===== config.mk =====
export PLATFORM = sky130hd
export DESIGN_NAME = mem_port_arbiter
export DESIGN_NICKNAME = d
export VERILOG_FILES = /design/src/rtl/mem_port_arbiter.sv
export SDC_FILE = /design/constraint.sdc
export NUM_CORES = 1
export LEC_CHECK = 0
export CAP_MARGIN = 30
export CORE_MARGIN = 4
export CORE_UTILIZATION = 39
export CTS_CLUSTER_SIZE = 25
export DETAILED_ROUTE_END_ITERATION = 10
export PLACE_DENSITY = 0.86
export SETUP_SLACK_MARGIN = 0.3
export SLEW_MARGIN = 15
export SYNTH_ARGS = -nofsm -noshare
export SYNTH_HDL_FRONTEND = slang
export SYNTH_SLANG_ARGS = --single-unit

===== constraint.sdc =====
create_clock -name clk -period 1.6 [get_ports clk]
set_input_delay 0.32 -clock clk [delete_from_list [all_inputs] [get_ports clk]]
set_output_delay 0.32 -clock clk [all_outputs]
set_load 0.02 [all_outputs]

===== src/rtl/mem_port_arbiter.sv =====
// Round-robin two-port arbiter/sequencer for the shared-bus data memory (two-phase write, combinational read).
// Optional write-verify read-back enabled by defining MEM_ARB_WRITE_VERIFY_EN.
module mem_port_arbiter #(
    parameter int ADDR_WIDTH = 15,
    parameter int DATA_WIDTH = 8
) (
    input  logic                  clk,
    input  logic                  reset,
    input  logic                  req0_valid,
    input  logic                  req0_we,
    input  logic [ADDR_WIDTH-1:0] req0_addr,
    input  logic [DATA_WIDTH-1:0] req0_wdata,
    output logic                  req0_ready,
    output logic                  rsp0_valid,
    output logic [DATA_WIDTH-1:0] rsp0_rdata,
    input  logic                  req1_valid,
    input  logic                  req1_we,
    input  logic [ADDR_WIDTH-1:0] req1_addr,
    input  logic [DATA_WIDTH-1:0] req1_wdata,
    output logic                  req1_ready,
    output logic                  rsp1_valid,
    output logic [DATA_WIDTH-1:0] rsp1_rdata,
    output logic                  rsp_err,
    output logic                  mem_write_req,
    output logic [ADDR_WIDTH-1:0] mem_req_bus,
    input  logic [DATA_WIDTH-1:0] mem_rdata
);

    typedef enum logic [2:0] {
        S_IDLE,
        S_RD,
        S_WR_DATA,
        S_WR_ADDR,
        S_VERIFY,
        S_RSP
    } state_t;

    state_t                  state_q;
    logic                    port_q;
    logic                    prio_q;
    logic [ADDR_WIDTH-1:0]   addr_q;
    logic                    wr_q;
    logic [ADDR_WIDTH-1:0]   bus_q;
    logic                    rsp0_valid_q;
    logic                    rsp1_valid_q;
    logic [DATA_WIDTH-1:0]   rsp0_rdata_q;
    logic [DATA_WIDTH-1:0]   rsp1_rdata_q;
`ifdef MEM_ARB_WRITE_VERIFY_EN
    logic [DATA_WIDTH-1:0]   wdata_q;
    logic                    rsp_err_q;
`endif

    logic                    can_grant;
    logic                    grant0;
    logic                    grant1;
    logic                    gnt_we;
    logic [ADDR_WIDTH-1:0]   gnt_addr;
    logic [DATA_WIDTH-1:0]   gnt_wdata;
    logic                    rsp_fire;
    logic [DATA_WIDTH-1:0]   rsp_data;

    // The RSP cycle doubles as an idle cycle so reads can issue every two cycles.
    always_comb begin
        can_grant = (state_q == S_IDLE) || (state_q == S_RSP);
        grant1    = can_grant && req1_valid && (!req0_valid || prio_q);
        grant0    = can_grant && req0_valid && !grant1;
        gnt_we    = grant1 ? req1_we    : req0_we;
        gnt_addr  = grant1 ? req1_addr  : req0_addr;
        gnt_wdata = grant1 ? req1_wdata : req0_wdata;
    end

    always_comb begin
        rsp_fire = 1'b0;
        rsp_data = '0;
        case (state_q)
            S_RD: begin
                rsp_fire = 1'b1;
                rsp_data = mem_rdata;
            end
`ifdef MEM_ARB_WRITE_VERIFY_EN
            S_VERIFY:  rsp_fire = 1'b1;
`else
            S_WR_ADDR: rsp_fire = 1'b1;
`endif
            default: ;
        endcase
    end

    always_ff @(posedge clk or posedge reset) begin
        if (reset) begin
            state_q      <= S_IDLE;
            port_q       <= 1'b0;
            prio_q       <= 1'b0;
            addr_q       <= '0;
            wr_q         <= 1'b0;
            bus_q        <= '0;
            rsp0_valid_q <= 1'b0;
            rsp1_valid_q <= 1'b0;
            rsp0_rdata_q <= '0;
            rsp1_rdata_q <= '0;
`ifdef MEM_ARB_WRITE_VERIFY_EN
            wdata_q      <= '0;
            rsp_err_q    <= 1'b0;
`endif
        end else begin
            wr_q         <= 1'b0;
            bus_q        <= '0;
            rsp0_valid_q <= 1'b0;
            rsp1_valid_q <= 1'b0;
`ifdef MEM_ARB_WRITE_VERIFY_EN
            rsp_err_q    <= 1'b0;
`endif
            case (state_q)
                S_IDLE, S_RSP: begin
                    if (grant0 || grant1) begin
                        port_q <= grant1;
                        prio_q <= grant0;
                        addr_q <= gnt_addr;
`ifdef MEM_ARB_WRITE_VERIFY_EN
                        wdata_q <= gnt_wdata;
`endif
                        if (gnt_we) begin
                            state_q <= S_WR_DATA;
                            wr_q    <= 1'b1;
                            bus_q   <= ADDR_WIDTH'(gnt_wdata);
                        end else begin
                            state_q <= S_RD;
                            bus_q   <= gnt_addr;
                        end
                    end else begin
                        state_q <= S_IDLE;
                    end
                end
                S_RD: state_q <= S_RSP;
                S_WR_DATA: begin
                    state_q <= S_WR_ADDR;
                    bus_q   <= addr_q;
                end
`ifdef MEM_ARB_WRITE_VERIFY_EN
                S_WR_ADDR: begin
                    state_q <= S_VERIFY;
                    bus_q   <= addr_q;
                end
                S_VERIFY: begin
                    state_q   <= S_RSP;
                    rsp_err_q <= (mem_rdata != wdata_q);
                end
`else
                S_WR_ADDR: state_q <= S_RSP;
                S_VERIFY:  state_q <= S_IDLE;
`endif
                default: state_q <= S_IDLE;
            endcase

            if (rsp_fire) begin
                if (port_q) begin
                    rsp1_valid_q <= 1'b1;
                    rsp1_rdata_q <= rsp_data;
                end else begin
                    rsp0_valid_q <= 1'b1;
                    rsp0_rdata_q <= rsp_data;
                end
            end
        end
    end

    assign req0_ready    = grant0;
    assign req1_ready    = grant1;
    assign rsp0_valid    = rsp0_valid_q;
    assign rsp1_valid    = rsp1_valid_q;
    assign rsp0_rdata    = rsp0_rdata_q;
    assign rsp1_rdata    = rsp1_rdata_q;
    assign mem_write_req = wr_q;
    assign mem_req_bus   = bus_q;
`ifdef MEM_ARB_WRITE_VERIFY_EN
    assign rsp_err       = rsp_err_q;
`else
    assign rsp_err       = 1'b0;
`endif

endmodule


Word-level counts from Yosys, hierarchy flattened
Cells that the tools add are included.
{ "word_totals": {"reg_bits": 54, "latch_bits": 0, "ram_bits": 0, "rom_bits": 0, "inputBits": 60, "out_inout_bits": 37, "elab_cells": 48, "memories": 0} }
{ "op_classes": {"addsub": 0, "n_mul": 0, "div": 0, "n_lt_le_gt_ge": 0, "n_eq_ne": 4, "shift": 0, "n_mux": 18, "bitwise": 1, "n_reduce_logical": 15} }
{ "ops": {"columns": ["op", "n"], "rows": [
  ["$mux W15", 3],
  ["$pmux W15 S2", 1],
  ["$mux W8", 2],
  ["$mux W1", 9],
  ["$pmux W3 S3", 1],
  ["$eq A3 B2 Y1 const B", 2],
  ["$reduce_and A2 Y1", 3],
  ["$logic_and A1 B1 Y1", 4],
  ["$reduce_or A2 Y1", 2],
  ["$eq A3 B1 Y1 const B", 1],
  ["$eq A3 B3 Y1 const B", 1],
  ["$logic_not A3 Y1", 1],
  ["$logic_or A1 B1 Y1", 3],
  ["$mux W3", 1],
  ["$logic_not A1 Y1", 2],
  ["$mux W2", 1],
  ["$not A1 Y1", 1]
]} }

Depth between registers and ports, before layout
{ "logic_depth": {"depth_word": 9, "ltp_mapped": 6, "depth_no_buf": 4} }

Least setup slack after synthesis
OpenSTA, ideal clock, no wires.
{ "synth_timing": {"kind": "register to register", "start": "register state_q[2]", "end": "register addr_q[8]", "setup_ns": 0.137, "arrival_time_ns": 1.610, "required_ns": 1.463, "path_slack_ns": -0.147, "stages_incl_launch_ff": 6, "path_buffers": 1, "period_less_slack_ns": 1.747, "cell_sequence": "dfrtp_1 xor2_1 nor4_4 buf_6 mux2i_1 a21oi_1"} }
{ "synth_via": {"elab_chain_len": 8, "elab_cells_between_ends": 12, "cone_classes": "1 x eq/ne; 1 x mux; 10 x reduce/logical"} }
{ "synth_lines": {"columns": ["element", "line_no", "source"], "rows": [
  ["start: declaration", "38", "state_t state_q;"],
  ["start signal: assignment", "91", "state_q <= S_IDLE;"],
  ["start signal: assignment", "123", "state_q <= S_WR_DATA;"],
  ["start signal: assignment", "127", "state_q <= S_RD;"],
  ["$eq A3 B3 Y1 / $logic_not A3 Y1 (equally long branches)", "64, 113", null],
  ["$logic_or A1 B1 Y1", "64", "can_grant = (state_q == S_IDLE) || (state_q == S_RSP);"],
  ["$logic_and A1 B1 Y1 (2 in series)", "65", "grant1 = can_grant && req1_valid && (!req0_valid || prio_q);"],
  ["$logic_not A1 Y1", "66", "grant0 = can_grant && req0_valid && !grant1;"],
  ["$logic_and A1 B1 Y1", "66", null],
  ["$logic_or A1 B1 Y1", "115", "if (grant0 || grant1) begin"],
  ["$reduce_and A2 Y1 (no source line)", null, null],
  ["end signal: assignment", "118", "addr_q <= gnt_addr;"],
  ["end: declaration", "41", "logic [ADDR_WIDTH-1:0] addr_q;"]
]} }
Parallel ways exist; a longest one is shown, timed or not.
A chain may end at the register's enable or synchronous reset.

Worst setup path in the final report
{ "layout_timing": {"start": "register state_q[2]", "end": "output req0_ready"} }
{ "layout_via": {"elab_chain_len": 6, "elab_cells_between_ends": 8, "cone_classes": "1 x eq/ne; 7 x reduce/logical"} }
{ "layout_lines": {"columns": ["element", "line_no", "source"], "rows": [
  ["$eq A3 B3 Y1 / $logic_not A3 Y1 (equally long branches)", "64", null],
  ["$logic_or A1 B1 Y1 (*)", "64", null],
  ["$logic_and A1 B1 Y1 (2 in series)", "65", null],
  ["$logic_not A1 Y1", "66", null],
  ["$logic_and A1 B1 Y1 (*)", "66", null],
  ["end: declaration", "13", "output logic req0_ready,"]
]} }
Mark *: on every way between the ends. The rest lies on a longest branch, timed or not.

==> results.py <==
metrics = {
    "run_status": {
        "status": "finished with violations",
        "violations": "negative setup slack",
    },
    "routing": {
        "routed_wl_um": 7350,
        "dr.pass1.iters": 4,
        "ant_nets": 0,
        "wl_per_cell_um": 16.7,
        "first_iter_violations": 40,
        "drc": 0,
        "vias": 2286,
        "via_per_inst": 5.18,
    },
    "synthesis": {
        "avgSynthCellArea_um2": 10.5,
        "synthDistinctLibCells": 27,
        "yosysSeqAreaShare_pct": 55.1,
        "yosysTopAreaCellShare_pct": 55.1,
        "synthesis.area_um2": 2450,
        "ys_seq_elements": 54,
        "yosys_warnings": 0,
        "synth_area_leader_cell": "dfrtp_1",
        "syn_inst": 234,
        "synth_area_leaders": "dfrtp_1 55%, mux2i_1 16%, nand2_1 5.1%, o21ai_0 3.9%, a21oi_1 3.7%",
        "syn_nets": 294,
    },
    "worst_setup_path": {
        "critPathMaxFanout": 3,
        "start_kind": "register",
        "r2r_start": "state_q[2]",
        "path_delay_family": "flip-flops",
        "cp.required_ps": 1280,
        "setup.worst_path.end_class": "output port",
        "cp_cell_sequence": "xor2_2, or2_4, nor2_4, buf_6",
        "crit_path_max_incr_delay_ps": 420,
        "slowest_stage": "dfrtp_1",
        "worst-path-buf-inv": 1,
        "crit_path_start": "state_q[2]",
        "critPathArrivalTime_ps": 1440,
        "critPathKind": "reg2out",
    },
    "timing": {
        "fin_ws_ps": -160,
        "period_share_pct": 110,
        "clock_skew_ps": 7.61,
        "min_period_ps": 1760,
        "rsz0062_at_grt": "true",
        "hold_ws_ps": 426,
        "worst_slew_pin_slew_ps": 535,
        "relSlewSlack_pct": 64.4,
        "finalHoldViolCount": 0,
        "max_freq_mhz": 568,
        "drv_slew": 0,
        "finalSetupViolCount": 32,
    },
    "clock_tree": {
        "cts_tree": "done",
        "clock_path_buffers": 2,
        "cts-root-buf": "clkbuf_8",
        "clk_latency_ps": 300,
        "path_clk_slew_ps": 100,
        "numCtsBuffers": 5,
        "cts.sinks": 54,
        "cts.htree.levels": 2,
    },
    "placed_design": {
        "io_buffers": 95,
        "place_congestion": 0.906,
        "dp_hpwl_um": 4790,
        "post_dp_cell_area_um2": 3620,
        "place_ws_ps": -617,
    },
    "floorplan": {
        "io_pins": 97,
        "die_h_um": 87.3,
        "dieWidth_um": 87.3,
        "initial_core_util_pct": 40.7,
        "rows": 28,
        "dieArea_um2": 7620,
        "coreArea_um2": 6030,
    },
    "pwr": {
        "p_leak_nw": 1.89,
        "ir_worst_vdd_mv": 0.973,
        "powerDensity_nw_per_um2": 1860,
    },
    "hold_path": {
        "hold_path_class": "in2async",
    },
    "finish": {
        "layout.nets": 425,
        "antenna_cells": 0,
        "nFillCells": 443,
        "area_delta_synth_final_pct": 70.9,
        "drive_above_1_share_pct": 36.9,
        "final_area_um2": 4190,
    },
    "global_routing": {
        "antenna_found_initial": 0,
        "grt_usage_pct": 18.3,
        "grt_max_degree": 55,
        "grt_pass1_vias": 2292,
        "grt_pass1_wl_um": 10900,
        "overflow": 0,
    },
    "flow_run": {
        "drv_cap": 0,
    },
}
==> placed cells by master (no fill, tap or decap), drive strengths merged, types with 2 or more instances in the layout <==
| cell type | synthesis | routed |
|---|---|---|
| dfrtp | 54 | 54 |
| a22o | 8 | 8 |
| o32ai | 2 | 2 |
| or2 | 2 | 2 |
| nor2b | 2 | 2 |
| dlygate4sd2 | 0 | 2 |
| clkdlybuf4s50 | 0 | 56 |
| clkdlybuf4s15 | 0 | 9 |
| clkinvlp | 0 | 2 |
| clkbuf | 8 | 24 |
| inv | 8 | 7 |
| nand2b | 2 | 4 |
| nor3 | 2 | 2 |
| nand2 | 33 | 35 |
| o21ai | 24 | 24 |
| mux2i | 39 | 39 |
| a21oi | 18 | 18 |
| buf | 5 | 49 |
| nor2 | 19 | 19 |
==> final cells by class <==
class | instances | area (um2) | area share, %
flip-flops and latches | 54 | 1350 | 32.3
multi-input cells | 162 | 1340 | 32.0
repair buffers | 133 | 1250 | 29.8
clock buffers | 8 | 110 | 2.63
well taps | 75 | 93.8 | 2.24
inverters | 9 | 41.3 | 0.986
==> power breakdown <==
part           total [W]  internal (W)  switching (W)  leakage, nW
combinational    0.00456       0.00219        0.00237         1.17
sequential       0.00237       0.00197       0.000395        0.665
clock           0.000861      0.000438       0.000423       0.0575
==> stage by stage <==
stage	cells	TNS (ps)	utilization, %	power [W]
5_1_grt	441	-4570	69.5	0.00825
3_3_place_gp	413	-14190	60.1	0.00558
2_1_floorplan	234	-2920	-	0.00425
6_report	441	-1610	69.5	0.00779
4_1_cts	434	-1650	67.0	0.00716
3_5_place_dp	413	-15610	60.1	0.00572
==> cells in the mapped netlist <==
master / count
a21o_1: 1
nand3b_1: 1
a21oi_1: 18
nor4_4: 1
buf_1: 1
o211ai_1: 1
conb_1: 1
inv_1: 8
xor2_1: 1
buf_6: 2
clkinv_1: 1
buf_4: 1
o21ai_0: 19
nor3_1: 2
clkbuf_1: 8
dfrtp_1: 54
a21bo_2: 1
o32ai_1: 2
buf_2: 1
a22o_1: 8
mux2i_1: 39
nand2_1: 33
nor2b_1: 2
or2_2: 2
nor2_1: 19
nand2b_1: 2
o21ai_1: 5
==> what timing repair did <==
item	in CTS	in global routing
setup buffers	11	3
resized for setup	142	86
pin swaps	19	14
endpoints found under the setup margin	87	73
gates cloned	2	4
hold buffers	0	0
==> sequential cells by signal (all words and copies together), names as in the netlist <==
register / count
addr_q: 15
mem_req_bus: 15
mem_write_req: 1
port_q: 1
prio_q: 1
rsp0_rdata: 8
rsp0_valid: 1
rsp1_rdata: 8
rsp1_valid: 1
state_q: 3
==> metal layers <==
layer	wire length, um	share of wire (%)	global-route usage [%]	up-vias
met5	0	0	0	-
met4	174	2.4	5.72	0
met3	454	6.2	3.88	20
met2	3940	54	32.3	85
met1	2780	38	22.1	1116
li1	-	-	-	1065
==> path summary, 6_finish.rpt <==
check                                   to  slack, ps  cells past startpoint
hold reg to reg            mem_req_bus[12]        500                      2
setup / recovery                req0_ready       -160                      4
setup reg to reg                 addr_q[1]       -120                      8
max in group asynchronous           prio_q        910                      3
hold / removal             mem_req_bus[10]        430                      3
min in group clk           mem_req_bus[12]        500                      2
==> logic make-up (layout without fill, tap and decap cells) <==
logic type      Yosys count  after routing  synth area share [%]
buf+inv                  22            150                  4.19
flops                    54             54                  55.1
compound gates           55             55                  13.2
mux                      39             39                  15.9
xor+xnor                  1              1                 0.357
simple gates             62             66                  11.1
other cells               1              1                 0.153
==> worst reg2reg max path, stage by stage, from the launching register on <==
cell	delay (ps)
dfrtp_1	420
xor2_2	220
nor4_4	190
buf_6	170
buf_4	130
buf_16	130
buf_4	110
mux2i_1	170
a21oi_1	80
Note: power is estimated with default switching activity, not from simulation.
